File: src/rtl/stream_rr_mux_pkg.sv
// stream_rr_mux_pkg: shared lock-state type and parameter defaults for stream_rr_mux
package stream_rr_mux_pkg;
  localparam int WIDTH_DEF = 32;
  localparam int N_DEF = 8;
  typedef enum logic {IDLE, LOCKED} lock_state_t;
endpackage

File: src/rtl/stream_rr_mux_arbiter.sv
// rr_arbiter: combinational round-robin pick of the first req at or after ptr (ports: req, ptr -> gnt_vld, gnt_idx)
module rr_arbiter #(
  parameter int N = 8,
  localparam int SEL_W = $clog2(N)
) (
  input  logic [N-1:0]     req,
  input  logic [SEL_W-1:0] ptr,
  output logic             gnt_vld,
  output logic [SEL_W-1:0] gnt_idx
);
  always_comb begin
    gnt_vld = |req;
    gnt_idx = '0;
    for (int k = N - 1; k >= 0; k--)
      if (req[(int'(ptr) + k) % N]) gnt_idx = SEL_W'((int'(ptr) + k) % N);
  end
endmodule

File: src/rtl/stream_rr_mux.sv
// stream_rr_mux: N-to-1 registered valid/ready stream mux with round-robin arbitration
// ports: clk, rst_n (async active-low), in_data/in_valid/in_ready per channel, out_data/out_valid/out_ready/out_sel
// STREAM_RR_MUX_LOCK_EN adds in_last/out_last and holds the grant on one channel until its last beat
module stream_rr_mux
  import stream_rr_mux_pkg::*;
#(
  parameter int WIDTH = WIDTH_DEF,
  parameter int N = N_DEF,
  localparam int SEL_W = $clog2(N)
) (
  input  logic               clk,
  input  logic               rst_n,
  input  logic [N*WIDTH-1:0] in_data,
  input  logic [N-1:0]       in_valid,
  output logic [N-1:0]       in_ready,
  output logic [WIDTH-1:0]   out_data,
  output logic               out_valid,
  input  logic               out_ready,
  output logic [SEL_W-1:0]   out_sel
`ifdef STREAM_RR_MUX_LOCK_EN
  ,
  input  logic [N-1:0]       in_last,
  output logic               out_last
`endif
);
  logic [SEL_W-1:0] rr_ptr, gnt_idx, nxt_ptr;
  logic [N-1:0] req;
  logic gnt_vld, load_en, xfer, adv;
  // rst_n gating keeps in_ready low during reset even though the slot reads as empty
  assign load_en = rst_n && (!out_valid || out_ready);
  assign xfer = load_en && gnt_vld;
  assign in_ready = xfer ? (N'(1) << gnt_idx) : '0;
  assign nxt_ptr = (int'(gnt_idx) == N - 1) ? '0 : gnt_idx + 1'b1;
  rr_arbiter #(.N(N)) u_arb (.req(req), .ptr(rr_ptr), .gnt_vld(gnt_vld), .gnt_idx(gnt_idx));
`ifdef STREAM_RR_MUX_LOCK_EN
  lock_state_t state, state_nxt;
  logic [SEL_W-1:0] lock_ch, lock_nxt;
  assign req = (state == LOCKED) ? (in_valid & (N'(1) << lock_ch)) : in_valid;
  // pointer moves only when a packet closes, so it stays frozen across a locked packet
  assign adv = in_last[gnt_idx];
  always_comb begin
    state_nxt = state;
    lock_nxt = lock_ch;
    if (xfer) begin
      state_nxt = in_last[gnt_idx] ? IDLE : LOCKED;
      lock_nxt = gnt_idx;
    end
  end
  always_ff @(posedge clk or negedge rst_n)
    if (!rst_n) begin
      state <= IDLE;
      lock_ch <= '0;
      out_last <= 1'b0;
    end else begin
      state <= state_nxt;
      lock_ch <= lock_nxt;
      if (xfer) out_last <= in_last[gnt_idx];
    end
`else
  assign req = in_valid;
  assign adv = 1'b1;
`endif
  always_ff @(posedge clk or negedge rst_n)
    if (!rst_n) begin
      out_valid <= 1'b0;
      out_data <= '0;
      out_sel <= '0;
      rr_ptr <= '0;
    end else if (xfer) begin
      out_valid <= 1'b1;
      out_data <= in_data[int'(gnt_idx) * WIDTH +: WIDTH];
      out_sel <= gnt_idx;
      if (adv) rr_ptr <= nxt_ptr;
    end else if (out_ready) out_valid <= 1'b0;
endmodule
File: config.mk
export PLATFORM = sky130hd
export DESIGN_NAME = stream_rr_mux
export DESIGN_NICKNAME = d
export VERILOG_FILES = /design/src/rtl/stream_rr_mux_pkg.sv /design/src/rtl/stream_rr_mux_arbiter.sv /design/src/rtl/stream_rr_mux.sv
export SDC_FILE = /design/constraint.sdc
export NUM_CORES = 1
export LEC_CHECK = 0
export ABC_AREA = 1
export ABC_CLOCK_PERIOD_IN_PS = 2800
export BUFFER_PORTS_ARGS = -buffer_cell sky130_fd_sc_hd__buf_2
export CAP_MARGIN = 0
export CORE_MARGIN = 4
export CORE_UTILIZATION = 42
export CTS_CLUSTER_SIZE = 28
export DETAILED_ROUTE_END_ITERATION = 8
export HOLD_SLACK_MARGIN = 0.08
export MAX_ROUTING_LAYER = met4
export PLACE_DENSITY = 0.83
export SETUP_SLACK_MARGIN = 0.05
export SYNTH_ARGS = -nofsm -noshare
export SYNTH_HDL_FRONTEND = slang
export SYNTH_HIERARCHICAL = 1
export SYNTH_SLANG_ARGS = --single-unit
File: constraint.sdc
create_clock -name clk -period 2.8 [get_ports clk]
set_input_delay 0.28 -clock clk [delete_from_list [all_inputs] [get_ports clk]]
set_output_delay 0.28 -clock clk [all_outputs]
set_load 0.01 [all_outputs]
After elaboration in Yosys (flattened, before gate mapping)
Cells that the tools add are included.
W data, S select, Z words.
Operators by class
  muxes and demuxes: 35
  equality and inequality tests: 1
  shifts and indexed selects: 2
  $add $sub $neg: 8
  magnitude comparators: 8
  bitwise gates (word level): 7
  reductions and logical operators: 13
Operators with widths (count)
  $shiftx A256 B9 Y32: 1
  $lt A4 B5 Y1 const B: 7
  $mux W3: 9
  $bmux W1 S3: 8
  $reduce_or A3 Y1: 7
  $mux W1: 17
  $add A3 B3 Y3 const B: 4
  $mux W8: 1
  $reduce_or A8 Y1: 1
  $shl A1 B3 Y8 const A: 1
  $and A1 B1 Y1 const A: 7
  $add A3 B1 Y3 const B: 2
  $add A3 B2 Y3 const B: 2
  $lt A3 B4 Y1 const B: 1
  $eq A3 B1 Y1 const B: 1
  $logic_and A1 B1 Y1: 2
  $reduce_bool A2 Y1: 1
  $logic_not A1 Y1: 1
  $logic_or A1 B1 Y1: 1
Word-level totals
  logic and storage cells: 78
  input port bits: 267
  register bits: 39
  output and inout bits: 44

Logic depth before layout (Yosys ltp)
  depth after elaboration: 16
  gate-level depth with buffers: 24
  gate-level depth less buffers: 21

By module
The synthesis kept the hierarchy.
Modules (own cells, without submodules)
  stream_rr_mux: sequential area each 975.9 sq um, times used 1, area an instance 4810.9 sq um, cells each 969
  rr_arbiter: sequential area each 0.0 sq um, times used 1, area an instance 688.2 sq um, cells each 129

Least setup slack after synthesis
No wires, ideal clock.
  path kind: flip-flop to output port
  start: register rr_ptr[1]
  end: output port in_ready[0]
  data arrival time: 2548 ps
  setup slack: -28 ps
  data required time: 2520 ps
  path buffers: 4
  stages on the path, launching flop included: 21
  cells stage by stage: dfrtp_1 -> buf_6 -> inv_4 -> ha_1 -> buf_4 -> inv_2 -> nand3_1 -> nand3_2 -> nand2_2 -> a21oi_1 -> nand3_1 -> nand2_1 -> nand2_1 -> nand2_1 -> a21oi_2 -> inv_1 -> buf_2 -> buf_2 -> ha_1 -> inv_1 -> nor2_1
On the way
  word-level cells in the longest chain between the ends: 14
  elaborated cells on any way between the ends: 40
  those cells by class: 7 x add/sub; 1 x shift; 32 x mux
RTL lines
  start: declaration: RTL line stream_rr_mux.sv:26  | logic [SEL_W-1:0] rr_ptr, gnt_idx, nxt_ptr;
  start signal: assignment: RTL line stream_rr_mux.sv:73  | if (adv) rr_ptr <= nxt_ptr;
  $add A3 B3 Y3: RTL line stream_rr_mux_arbiter.sv:15  | if (req[(int'(ptr) + k) % N]) gnt_idx = SEL_W'((int'(ptr) + k) % N);
  $bmux W1 S3: RTL line stream_rr_mux_arbiter.sv:15
  $mux W1 (implied by the code) (2 in series): RTL line stream_rr_mux_arbiter.sv:15
  $mux W3 (7 in series): RTL line stream_rr_mux_arbiter.sv:15
  $mux W3 *: RTL line stream_rr_mux_arbiter.sv:15
  via gnt_idx[1]: RTL line stream_rr_mux.sv:26
  $shl A1 B3 Y8 *: RTL line stream_rr_mux.sv:32  | assign in_ready = xfer ? (N'(1) << gnt_idx) : '0;
  $mux W8 *: RTL line stream_rr_mux.sv:32
  end: declaration: RTL line stream_rr_mux.sv:15  | output logic [N-1:0] in_ready,
The timed path passes the listed nets; every way through them passes the cells marked *. The select of a mux whose other input is x is not followed.

Worst setup path in the final report
  start: register rr_ptr[0]
  end: output port in_ready[3]
The elaborated chain is that of the path after synthesis.

==> results.txt <==
----------------------------------------------------
[Die]
  # IOs ... just over 300
  Die W ... ~120 microns
  Core area ... between 10000 and 15000 sq um
  Area enclosed by the die boundary ... approximately 15000 sq um
  Effective utilization at floorplan ... 0.432
  Cell Rows ... between 40 and 50
  Height of the die ... 122 microns

[Route]
  DRT Pass-1 Iters ... 7
  1st-iter DRT viols ... ~530
  Routed WL per cell ... approximately 14 microns
  Routed vias/inst ... approximately 4.8
  Post-DRT Antenna Nets ... 0
  DRC errors left ... 0
  Drt total wl ... approximately 22000 microns
  Overall via count from detail_route ... 7537

[Clock tree]
  Hold buffer count at cts ... 0
  Clock transition at the registers of the reported paths ... 0.06 ns
  Clock latency reported for the late side of the worst-skew pair ... about 0.28 ns
  TritonCTS clock tree ... built
  CTS buffer count ... 5
  H-tree level count ... 2
  Clock Sink Count ... 39
  Clock Root Buffer ... sky130_fd_sc_hd__clkbuf_16
  Clock buffer depth ... 2

[STA]
  Final-layout worst hold slack ... approximately 0.098 ns
  Hold Fails Final Rpt ... 0
  Max-slew violation count ... 0
  Least-Margin Pin Slew ... approximately 0.56 ns
  Maximum clock skew at final layout ... between 0.008 and 0.009 ns
  Final setup violation count ... 9
  Final period demand of the worst path ... approximately 3 ns
  Fin worst setup slack ... -0.160 ns
  Tightest slew margin relative to the limit ... 0.625
  Highest clock rate ... approximately 0.34 GHz
  Setup repair after global routing missed its margin ... yes
  Final worst-path cycle share ... 1.06

[Global routing]
  Met3 demand-to-capacity share in global routing ... 0.0461
  Total grt overflow ... 0
  Number of antenna violations at the first check in global routing ... 2
  Wire length of the first global-routing pass ... roughly 33000 microns
  GRT Resource Usage Total ... 0.277
  Largest net degree at the start of global routing ... 70
  Vias in the first global route ... 7049
  Layer with the highest usage ... met2
  Met2 layer usage reported by global route ... 0.488
  Met1 GRT Util ... 0.320

[Layout]
  Final non-filler cell area ... between 7000 and 8000 sq um
  Count of placed standard cells in the final layout, fillers left out ... around 1600
  Final Net Count ... ~1700
  Core occupancy in the finished layout ... 0.616
  Commonest non-fill, non-tap cells in the layout ... 466 x sky130_fd_sc_hd__nand2_1, 310 x sky130_fd_sc_hd__buf_2, 268 x sky130_fd_sc_hd__inv_1, 181 x sky130_fd_sc_hd__nand3_1, 38 x sky130_fd_sc_hd__dfrtp_1
  Fraction of layout cells with a size suffix above 1 ... 0.301
  Most frequent standard cell in the layout excluding fill and tap cells ... sky130_fd_sc_hd__nand2_1
  Signed area change from the synthesized netlist to the final layout ... 42.6%

[Worst setup path]
  Cells traversed along the worst timing path ... buf_6 > inv_4 > ha_4 > inv_8 > nand3_4 > nand3_2 > nand2_2 > a21oi_1 > o21ai_1 > nand2_1 > nand2_1 > nand2_1 > nand2_1 > nand2_4 > ha_4 > ha_4 > inv_2 > nor2_2 > buf_2
  Endpoint arrival time on the critical path ... between 2 and 3 ns
  Count of buffering cells on the critical path with inverters included ... 5
  Stage delay of the slowest cell on the critical path ... a little over 0.4 ns
  Kind of critical path ... reg2out
  Slowest library cell on the worst path ... sky130_fd_sc_hd__dfrtp_1
  Critical path's top delay family ... simple AND/OR/NAND/NOR gates
  Worst path required time ... 2.52 ns
  Most common cell on crit path ... sky130_fd_sc_hd__nand2_1
  Worst setup SP type ... flip-flop
  R2R setup slack ... 0 ns
  Endpoint class of the critical path ... primary output
  Crit Path Max Fanout ... 6

[Place]
  Inst Count DP ... about 1500
  Post-DP HPWL ... about 16000 microns
  Placer congestion estimate ... about 1.0
  Count of buffers from port buffering ... between 300 and 400
  Placed Area ... 7230 sq um

[Job]
  Number of max-cap violations ... 0

[Synth]
  Fraction of the yosys area taken by sequential cells ... 0.177
  Total of flip-flops plus latches after synthesis ... 39
  Cells after synthesis ... approximately 1100
  Count of different cell masters after synthesis ... 27
  Yosys synthesis warning count ... 6
  Post-synthesis average cell area ... 5.01 sq um
  Post-synth design cell area ... 5500 sq um
  Post-synthesis net count ... between 1000 and 1500
  Yosys top cell area share ... 0.322
  Largest cells by area after synthesis ... sky130_fd_sc_hd__nand2_1 32%, sky130_fd_sc_hd__inv_1 19%, sky130_fd_sc_hd__dfrtp_1 18%
  Post-synthesis cell type with the largest combined area ... sky130_fd_sc_hd__nand2_1

[Outcome]
  Run status ... finished with violations
  Failing checks ... negative setup slack

[Min path]
  Class of the tightest hold or removal check ... in2async

----------------------------------------------------
[cell type report]
cell class / count / area [sq um]
clock buffer: 6 / 129
multi-input combinational: 720 / 3350
inverter: 283 / 1090
fill: 1287 / 4880
timing repair buffer: 351 / 2070
tap: 172 / 215
antenna: 2 / 5.00
sequential: 39 / 977
[sequential cells by signal, summed over array words and instances, names as in the netlist]
register	count
out_data	32
out_sel	3
rr_ptr	3
out_valid	1
[Yosys cell counts]
cell type / count
sky130_fd_sc_hd__a21oi_1: 6
sky130_fd_sc_hd__a21oi_2: 1
sky130_fd_sc_hd__buf_1: 1
sky130_fd_sc_hd__buf_2: 42
sky130_fd_sc_hd__buf_4: 4
sky130_fd_sc_hd__buf_6: 3
sky130_fd_sc_hd__clkbuf_1: 6
sky130_fd_sc_hd__dfrtp_1: 39
sky130_fd_sc_hd__ha_1: 8
sky130_fd_sc_hd__inv_1: 277
sky130_fd_sc_hd__inv_2: 4
sky130_fd_sc_hd__inv_4: 2
sky130_fd_sc_hd__nand2_1: 471
sky130_fd_sc_hd__nand2_2: 11
sky130_fd_sc_hd__nand2_4: 1
sky130_fd_sc_hd__nand3_1: 186
sky130_fd_sc_hd__nand3_2: 10
sky130_fd_sc_hd__nand4_1: 1
sky130_fd_sc_hd__nor2_1: 12
sky130_fd_sc_hd__nor2_2: 2
sky130_fd_sc_hd__nor2_4: 1
sky130_fd_sc_hd__nor4_1: 2
sky130_fd_sc_hd__o21a_1: 1
sky130_fd_sc_hd__o21ai_0: 3
sky130_fd_sc_hd__o21ai_1: 2
sky130_fd_sc_hd__xnor2_1: 1
sky130_fd_sc_hd__xor2_1: 1
[routing by layer]
metal / share of wire / routed length, microns
met1: 0.39 / 8570
met2: 0.50 / 11100
met3: 0.086 / 1920
met4: 0.028 / 614
met5: 0 / 0
[path summary, 6_finish.rpt]
check | start | endpoint | cells after the start
min in group clk | out_ready | out_valid$_DFFE_PN0P_ | 4
worst min register to register | out_data[22]$_DFFE_PN0P_ | out_data[22]$_DFFE_PN0P_ | 2
max in group asynchronous | rst_n | rr_ptr[2]$_DFFE_PN0P_ | 2
worst min-delay path | rst_n | rr_ptr[0]$_DFFE_PN0P_ | 2
worst max register to register | rr_ptr[0]$_DFFE_PN0P_ | out_data[21]$_DFFE_PN0P_ | 23
worst max-delay path | rr_ptr[0]$_DFFE_PN0P_ | in_ready[3] | 19
[stage by stage]
step / setup TNS (ns) / worst slack [ns]
after global routing: -8.47 / -0.350
after global placement: 0 / 0.0104
after detailed placement: 0 / 0.00286
after floorplan: 0 / 0.0437
after CTS: -0.438 / -0.0726
final: -1.15 / -0.160
[kinds of logic after synthesis]
family          share of synthesized area
flops                               0.177
buf+inv                             0.249
simple gates                        0.539
xor+xnor                          0.00319
fa+ha+maj                          0.0182
compound gates                     0.0130
[repair_timing]
item                                    4_1_cts  5_1_grt
endpoints found under the setup margin       40       41
buffers inserted                             10        1
pin swaps                                    13        7
resized for setup                            49       23
gates cloned                                  1        4
Power is not shown: default switching activity piles up to over one toggle a cycle in this logic, so the estimate is an artifact.
